File: config.mk
export PLATFORM = sky130hd
export DESIGN_NAME = mini68k_fetch_biu
export DESIGN_NICKNAME = d
export VERILOG_FILES = /design/src/rtl/mini68k_fetch_biu.sv
export SDC_FILE = /design/constraint.sdc
export NUM_CORES = 1
export LEC_CHECK = 0
export ABC_AREA = 1
export CAP_MARGIN = 25
export CORE_UTILIZATION = 42
export CTS_BUF_LIST = sky130_fd_sc_hd__clkbuf_8
export DETAILED_ROUTE_END_ITERATION = 6
export GPL_ROUTABILITY_DRIVEN = 1
export PLACE_DENSITY = 0.78
export SLEW_MARGIN = 40
export SYNTH_ARGS = -nofsm -noshare
export SYNTH_HDL_FRONTEND = slang
export SYNTH_SLANG_ARGS = --single-unit
File: constraint.sdc
create_clock -name clk -period 1.9 [get_ports clk]
set_clock_uncertainty 0.2 [all_clocks]
set_input_delay 0.38 -clock clk [delete_from_list [all_inputs] [get_ports clk]]
set_output_delay 0.38 -clock clk [all_outputs]
set_load 0.01 [all_outputs]
File: src/rtl/mini68k_fetch_biu.sv
// Prefetch-queue fetch port responder: runs one 68000-style asynchronous read per request.
// Define MINI68K_FETCH_BIU_PERF_EN to add the perf_fetches/perf_waits counters.
module mini68k_fetch_biu #(
  parameter int unsigned TIMEOUT = 16,
  parameter int unsigned SETUP   = 1
) (
  input  logic        clk,
  input  logic        rst,
  input  logic        fetch_req,
  input  logic [23:0] fetch_addr,
  input  logic        flush,
  output logic [15:0] fetch_data,
  output logic        fetch_done,
  output logic        fetch_err,
  output logic [22:0] bus_addr,
  output logic        bus_as_n,
  output logic        bus_uds_n,
  output logic        bus_lds_n,
  output logic        bus_rw,
  input  logic [15:0] bus_data_in,
  input  logic        bus_dtack_n,
  input  logic        bus_berr_n
`ifdef MINI68K_FETCH_BIU_PERF_EN
  ,
  output logic [31:0] perf_fetches,
  output logic [31:0] perf_waits
`endif
);

  typedef enum logic [2:0] {
    S_IDLE, S_ADDR, S_WAIT, S_LATCH, S_DONE, S_ERR, S_RECOVER, S_HALTED
  } state_t;

  state_t      state_q, state_d;
  logic [7:0]  cnt_q, cnt_d;
  logic        abort_q, abort_d;
  logic [22:0] addr_q, addr_d;
  logic [15:0] data_q, data_d;
  logic        strobe_n_q, strobe_n_d;
  logic        done_q, done_d;
  logic        err_q, err_d;
  logic [1:0]  dtack_sync_q, berr_sync_q;
  logic        dtack_s, berr_s;

  assign dtack_s = dtack_sync_q[1];
  assign berr_s  = berr_sync_q[1];

  always_comb begin
    state_d = state_q;
    cnt_d   = cnt_q;
    abort_d = abort_q;
    addr_d  = addr_q;
    data_d  = data_q;
    case (state_q)
      S_IDLE: begin
        if (!flush && fetch_req) begin
          if (fetch_addr[0]) begin
            state_d = S_HALTED;
          end else begin
            addr_d  = fetch_addr[23:1];
            cnt_d   = '0;
            state_d = S_ADDR;
          end
        end
      end
      S_ADDR: begin
        if (flush) begin
          state_d = S_IDLE;
        end else if (cnt_q == 8'(SETUP - 1)) begin
          cnt_d   = '0;
          state_d = S_WAIT;
        end else begin
          cnt_d = cnt_q + 8'd1;
        end
      end
      S_WAIT: begin
        if (flush) abort_d = 1'b1;
        if (!berr_s) begin
          state_d = S_ERR;
        end else if (!dtack_s) begin
          state_d = S_LATCH;
        end else if (cnt_q == 8'(TIMEOUT - 1)) begin
          state_d = S_ERR;
        end else begin
          cnt_d = cnt_q + 8'd1;
        end
      end
      S_LATCH: begin
        // An aborted cycle skips DONE entirely so neither data nor done leak out.
        if (abort_q || flush) begin
          state_d = S_RECOVER;
        end else begin
          data_d  = bus_data_in;
          state_d = S_DONE;
        end
      end
      S_DONE:    state_d = S_RECOVER;
      S_ERR:     state_d = (abort_q || flush) ? S_RECOVER : S_HALTED;
      S_RECOVER: begin
        abort_d = 1'b0;
        state_d = S_IDLE;
      end
      S_HALTED:  if (flush) state_d = S_IDLE;
      default:   state_d = S_IDLE;
    endcase
    strobe_n_d = !(state_d == S_WAIT || state_d == S_LATCH);
    done_d     = (state_d == S_DONE);
    err_d      = (state_d == S_HALTED);
  end

  always_ff @(posedge clk or posedge rst) begin
    if (rst) begin
      state_q      <= S_IDLE;
      cnt_q        <= '0;
      abort_q      <= 1'b0;
      addr_q       <= '0;
      data_q       <= '0;
      strobe_n_q   <= 1'b1;
      done_q       <= 1'b0;
      err_q        <= 1'b0;
      dtack_sync_q <= '1;
      berr_sync_q  <= '1;
    end else begin
      state_q      <= state_d;
      cnt_q        <= cnt_d;
      abort_q      <= abort_d;
      addr_q       <= addr_d;
      data_q       <= data_d;
      strobe_n_q   <= strobe_n_d;
      done_q       <= done_d;
      err_q        <= err_d;
      dtack_sync_q <= {dtack_sync_q[0], bus_dtack_n};
      berr_sync_q  <= {berr_sync_q[0], bus_berr_n};
    end
  end

  assign fetch_data = data_q;
  assign fetch_done = done_q;
  assign fetch_err  = err_q;
  assign bus_addr   = addr_q;
  assign bus_as_n   = strobe_n_q;
  assign bus_uds_n  = strobe_n_q;
  assign bus_lds_n  = strobe_n_q;
  assign bus_rw     = 1'b1;

`ifdef MINI68K_FETCH_BIU_PERF_EN
  logic [31:0] perf_fetches_q, perf_fetches_d;
  logic [31:0] perf_waits_q, perf_waits_d;

  always_comb begin
    perf_fetches_d = perf_fetches_q;
    perf_waits_d   = perf_waits_q;
    if (state_q == S_DONE) perf_fetches_d = perf_fetches_q + 32'd1;
    if (state_q == S_WAIT && dtack_s) perf_waits_d = perf_waits_q + 32'd1;
  end

  always_ff @(posedge clk or posedge rst) begin
    if (rst) begin
      perf_fetches_q <= '0;
      perf_waits_q   <= '0;
    end else begin
      perf_fetches_q <= perf_fetches_d;
      perf_waits_q   <= perf_waits_d;
    end
  end

  assign perf_fetches = perf_fetches_q;
  assign perf_waits   = perf_waits_q;
`endif

endmodule

### Word level (Yosys, flattened, before mapping)

Cells that the tools add are included.
Widths: inputs -> output; s select.

| word-level totals | value |
|---|---|
| word-level logic and storage cells | 66 |
| register bits | 58 |
| input port bits | 46 |

| operators by class | value |
|---|---|
| reduce and logical (&&, ||, !) cells | 13 |
| add/subtract/negate cells | 1 |
| multiplexer cells | 21 |
| bitwise operators | 2 |
| equal/unequal tests | 19 |

Operator list:

| cell | count |
|---|---|
| $mux 8 | 7 |
| $mux 3 | 8 |
| $pmux 3 s8 | 1 |
| $pmux 8 s3 | 1 |
| $eq 3x3->1 const B | 6 |
| $ne 2x2->1 const B | 7 |
| $eq 3x2->1 const B | 4 |
| $add 8x1->8 const B | 1 |
| $eq 8x4->1 const B | 1 |
| $logic_not 8->1 | 1 |
| $reduce_and 7->1 | 1 |
| $reduce_and 2->1 | 2 |
| $eq 3x1->1 const B | 1 |
| $logic_not 3->1 | 1 |
| $reduce_and 3->1 | 1 |
| $reduce_bool 3->1 | 1 |
| $logic_not 1->1 | 2 |
| $logic_or 1x1->1 | 2 |
| $mux 1 | 2 |
| $mux 2 | 1 |
| $not 1->1 | 2 |
| $pmux 1 s2 | 1 |
| $reduce_bool 2->1 | 1 |
| $logic_and 1x1->1 | 1 |

### Depth between registers and ports, before layout

| logic depth | value |
|---|---|
| word-level depth | 8 |
| mapped depth | 11 |
| mapped depth without buffers | 11 |

### Worst setup path after synthesis

OpenSTA, ideal clock, no wires.

| timing | value |
|---|---|
| path kind | reg2reg |
| start | reg cnt_q[0] |
| end | reg cnt_q[2] |
| buffers on the path | 0 |
| setup time | 0.117 ns |
| setup slack | 0.327 ns |
| stages on the path, launching flop included | 9 |
| data arrival time | 1.256 ns |
| required time | 1.583 ns |
| path through | dfrtp_1 ha_1 nand2_1 nor2_1 a31oi_1 o21ai_2 clkinv_1 nand2_1 nand2_1 |

| between the ends | value |
|---|---|
| longest elaborated chain between the ends | 5 |

RTL lines:

| item | RTL line | text |
|---|---|---|
| from (decl) | 35 | `logic [7:0] cnt_q, cnt_d;` |
| from (signal assigned) | 125 | `cnt_q <= cnt_d;` |
| $add 8x1->8 | 73, 85 |  |
| $mux 8 | 82 | `end else if (cnt_q == 8'(TIMEOUT - 1)) begin` |
| $mux 8 | 80 | `end else if (!dtack_s) begin` |
| $mux 8 | 78 | `if (!berr_s) begin` |
| $pmux 8 s3 | 54 | `case (state_q)` |

Several ways; a longest one is shown, not always the timed one. The select of a mux whose other input is x is not followed.
A chain may end at the register's enable or synchronous reset.

### Worst setup path in the final report

| timing | value |
|---|---|
| start | reg data_q[0], in the netlist fetch_data[0] |
| end | out fetch_data[0] |

RTL lines:

| item | RTL line | text |
|---|---|---|
| from (decl) | 38 | `logic [15:0] data_q, data_d;` |
| from (signal assigned) | 128 | `data_q <= data_d;` |
| to (decl) | 12 | `output logic [15:0] fetch_data,` |

No word-level cell between the ends.

==> summary.txt <==
GRT
  – Largest net degree at the start of global routing: 28
  – First-pass GRT wire length: 9.47 mm
  – Initial antenna violation count: 0
  – GRT overflow: 0
  – Vias in the first global route: 2168
  – GRT Util Overall: 0.191

Critical path
  – Crit Path Max Fanout: 2
  – Critical path startpoint category: flip-flop
  – Worst path cell trace: clkdlybuf4s50_1
  – Reg2reg end: fetch_err
  – R2r setup slk: 120 ps
  – Worst EP required: 1320 ps
  – WP buf/inv: 1
  – Number of cells on the worst reg-to-reg path: 9
  – Delay-heaviest family, CP: buffers and inverters
  – Worst setup EP type: output pin
  – Crit path to: fetch_data[0]
  – Reg2Reg Launch Point: cnt_q[0]
  – CP Data Arrival Time: 1250 ps
  – Crit. path cell count: 1
  – Worst setup path class: flip-flop to output pin
  – CP max stage delay: 560 ps
  – CP max-delay cell: clkdlybuf4s50_1
  – Worst Setup SP: fetch_data[0]

Cells and area
  – Syn-to-layout area delta: 47.7%
  – Final nets: 429
  – Layout cells sized above 1: 0.168
  – Antenna diodes: 0
  – Post-route cell area: 3940 um2
  – Most frequent cells in the layout: nand2_1 (97), clkdlybuf4s50_1 (85), dfrtp_1 (53), mux2_1 (23), inv_1 (15)
  – Final cell count without fillers: 461
  – Most common cell after layout, fill and taps aside: nand2_1

Power and ir drop
  – Seq pwr share: 0.365
  – Peak VDD IR: 1.17 mV
  – Net Sw Power: 1.91 mW
  – Pint: 3.52 mW
  – Sw frac: 0.352
  – PwrDens: 1380 nW/um2
  – Clock share of power: 0.178
  – Logic pwr share: 0.456
  – Leak pwr: 1.88 nW

Synthesis
  – Synth top area share: 0.497
  – Distinct cells, synth: 32
  – Post-Synth XOR/XNOR Area: 0.0164
  – Area share of and/or/nand/nor cells after synthesis: 0.207
  – Syn_area_per_cell: 9.73 um2
  – Largest cells by area after synthesis: dfrtp_1 (50%), nand2_1 (14%), mux2_1 (9.7%)
  – Mux contribution to synthesized area: 0.0971
  – Seq/Total Area, Yosys: 0.547
  – Synth Cell Area: 2670 um2
  – Mapped Nets: 322
  – Largest area contributor in the synthesized netlist: dfrtp_1
  – Largest family of logic cells by synthesized area: simple AND/OR/NAND/NOR gates
  – Seq cells post-synth: 58
  – Syn Inst Count: 274
  – Adder-cell share of the synthesized area: 0.00939
  – Yosys warns: 0
  – Post-synthesis compound-gate area fraction: 0.0544

Outcome
  – Run status: complete, no violations

Detailed routing
  – Routed len/inst: 12.5 um
  – DR iter-0 viols: 171
  – Remaining DRCs: 0
  – Vias/cell: 4.71
  – Detailed Route WL: 5.77 mm
  – Via count: 2171
  – Post-route ant nets: 0
  – 1st-pass router iterations: 4

Run
  – # Max-Cap Violations: 0

Timing
  – Fin. max-slew vios: 0
  – RSZ-0062 raised after global routing: false
  – Min Clock Period, post-route: 1830 ps
  – Max Clk Rate: 0.547 GHz
  – Fin crit share: 0.963
  – Fin worst setup slack: 71.1 ps
  – Final hold vios: 0
  – Setup-failing EPs final: 0

Floorplan
  – Die ar.: 6670 um2
  – Num ports: 91
  – Initial cell density of the core: 0.442
  – Die width: 81.7 um
  – Die span in y: 81.7 um
  – Core ar.: 6030 um2
  – Row count: 28

Clock tree
  – Reg clk slew, reported paths: 60 ps
  – # hold bufs at CTS: 0
  – Clock Latency Late Sink: 330 ps
  – Inserted Clock Buffers: 9
  – TritonCTS Sinks: 58
  – Maximum buffer depth of the clock tree: 2
  – CTS tree: built
  – Htree depth: 3
  – Clk root buf: clkbuf_8

Worst hold path
  – Worst min path class: flip-flop to flip-flop

Placement
  – Dpl cells: 443
  – I/O Buffers: 89
  – Gpl congestion: 0.889
  – Hpwl dp: 4.26 mm
  – Placed cell areas: 3730 um2
  – Place WS: -261 ps
==> worst min path at each step <==
stage                               start         endpoint  cells after the start
final                     dtack_sync_q[0]  dtack_sync_q[1]                      0
after global routing      dtack_sync_q[0]  dtack_sync_q[1]                      0
after CTS                 dtack_sync_q[0]  dtack_sync_q[1]                      0
after detailed placement  dtack_sync_q[0]  dtack_sync_q[1]                      0
after global placement     berr_sync_q[0]   berr_sync_q[1]                      0
after floorplan            berr_sync_q[0]   berr_sync_q[1]                      0
==> final cells by class <==
class | count | area, um2
Tap cell | 75 | 93.8
Inverter | 25 | 100
Clock buffer | 9 | 124
Fill cell | 492 | 2090
Timing Repair Buffer | 106 | 1080
Clock inverter | 7 | 43.8
Sequential cell | 58 | 1460
Multi-Input combinational cell | 181 | 1040
==> state kept, by name (all words and copies together), names as in the netlist <==
register / count
fetch_data: 16
fetch_err: 1
bus_addr: 23
dtack_sync_q: 2
berr_sync_q: 2
state_q: 3
fetch_done: 1
bus_as_n: 1
abort_q: 1
cnt_q: 8
==> per-stage QoR <==
| stage | TNS, ps | utilization | hold WS [ps] | power, mW |
|---|---|---|---|---|
| after floorplan | 0 | - | 145 | 3.18 |
| after global placement | -3410 | 0.620 | 147 | 4.33 |
| after detailed placement | -4670 | 0.620 | 147 | 4.40 |
| after CTS | 0 | 0.648 | 157 | 5.41 |
| after global routing | 0 | 0.653 | 158 | 5.82 |
| final | 0 | 0.653 | 156 | 5.43 |
==> cell usage after synthesis (all sizes together) <==
cell	count
buf	9
inv	24
dfrtp	53
mux2	23
clkinv	1
nand3	7
a31oi	1
nand2	102
clkbuf	1
ha	2
a21oi	8
o211ai	2
nor2	14
o21ai	10
o21bai	1
nor3	2
nand4	3
xor2	5
dfstp	5
conb	1
==> repair_timing <==
action                     CTS  global route
setup buffers                0             2
gates resized for setup      4             2
setup endpoints to repair    8             6
cloned                       0             0
pin swaps                    0             1
==> power groups by stage <==
| stage | clock network [mW] | registers, mW | logic [mW] |
|---|---|---|---|
| 5_1_grt | 1.06 | 2.05 | 2.71 |
| 3_3_place_gp | 0 | 1.99 | 2.34 |
| 3_5_place_dp | 0 | 2.00 | 2.40 |
| 4_1_cts | 1.00 | 1.99 | 2.42 |
| 6_report | 0.969 | 1.98 | 2.48 |
| 2_1_floorplan | 0 | 2.16 | 1.02 |
==> kinds of logic after synthesis <==
kind of cell             count (synthesis)
buffers and inverters                   35
other                                    1
flip-flops                              58
XOR/XNOR                                 5
AND/OR/NAND/NOR                        128
adder cells (fa/ha/maj)                  2
AO/OA/AOI/OAI                           22
multiplexers                            23
==> routing by layer <==
metal | wire [um] | global-route usage
met2 | 2710 | 0.297
met4 | 117 | 0.102
met3 | 439 | 0.0611
met5 | 0 | 0
met1 | 2500 | 0.236
Power figures use the tool's default switching activity.
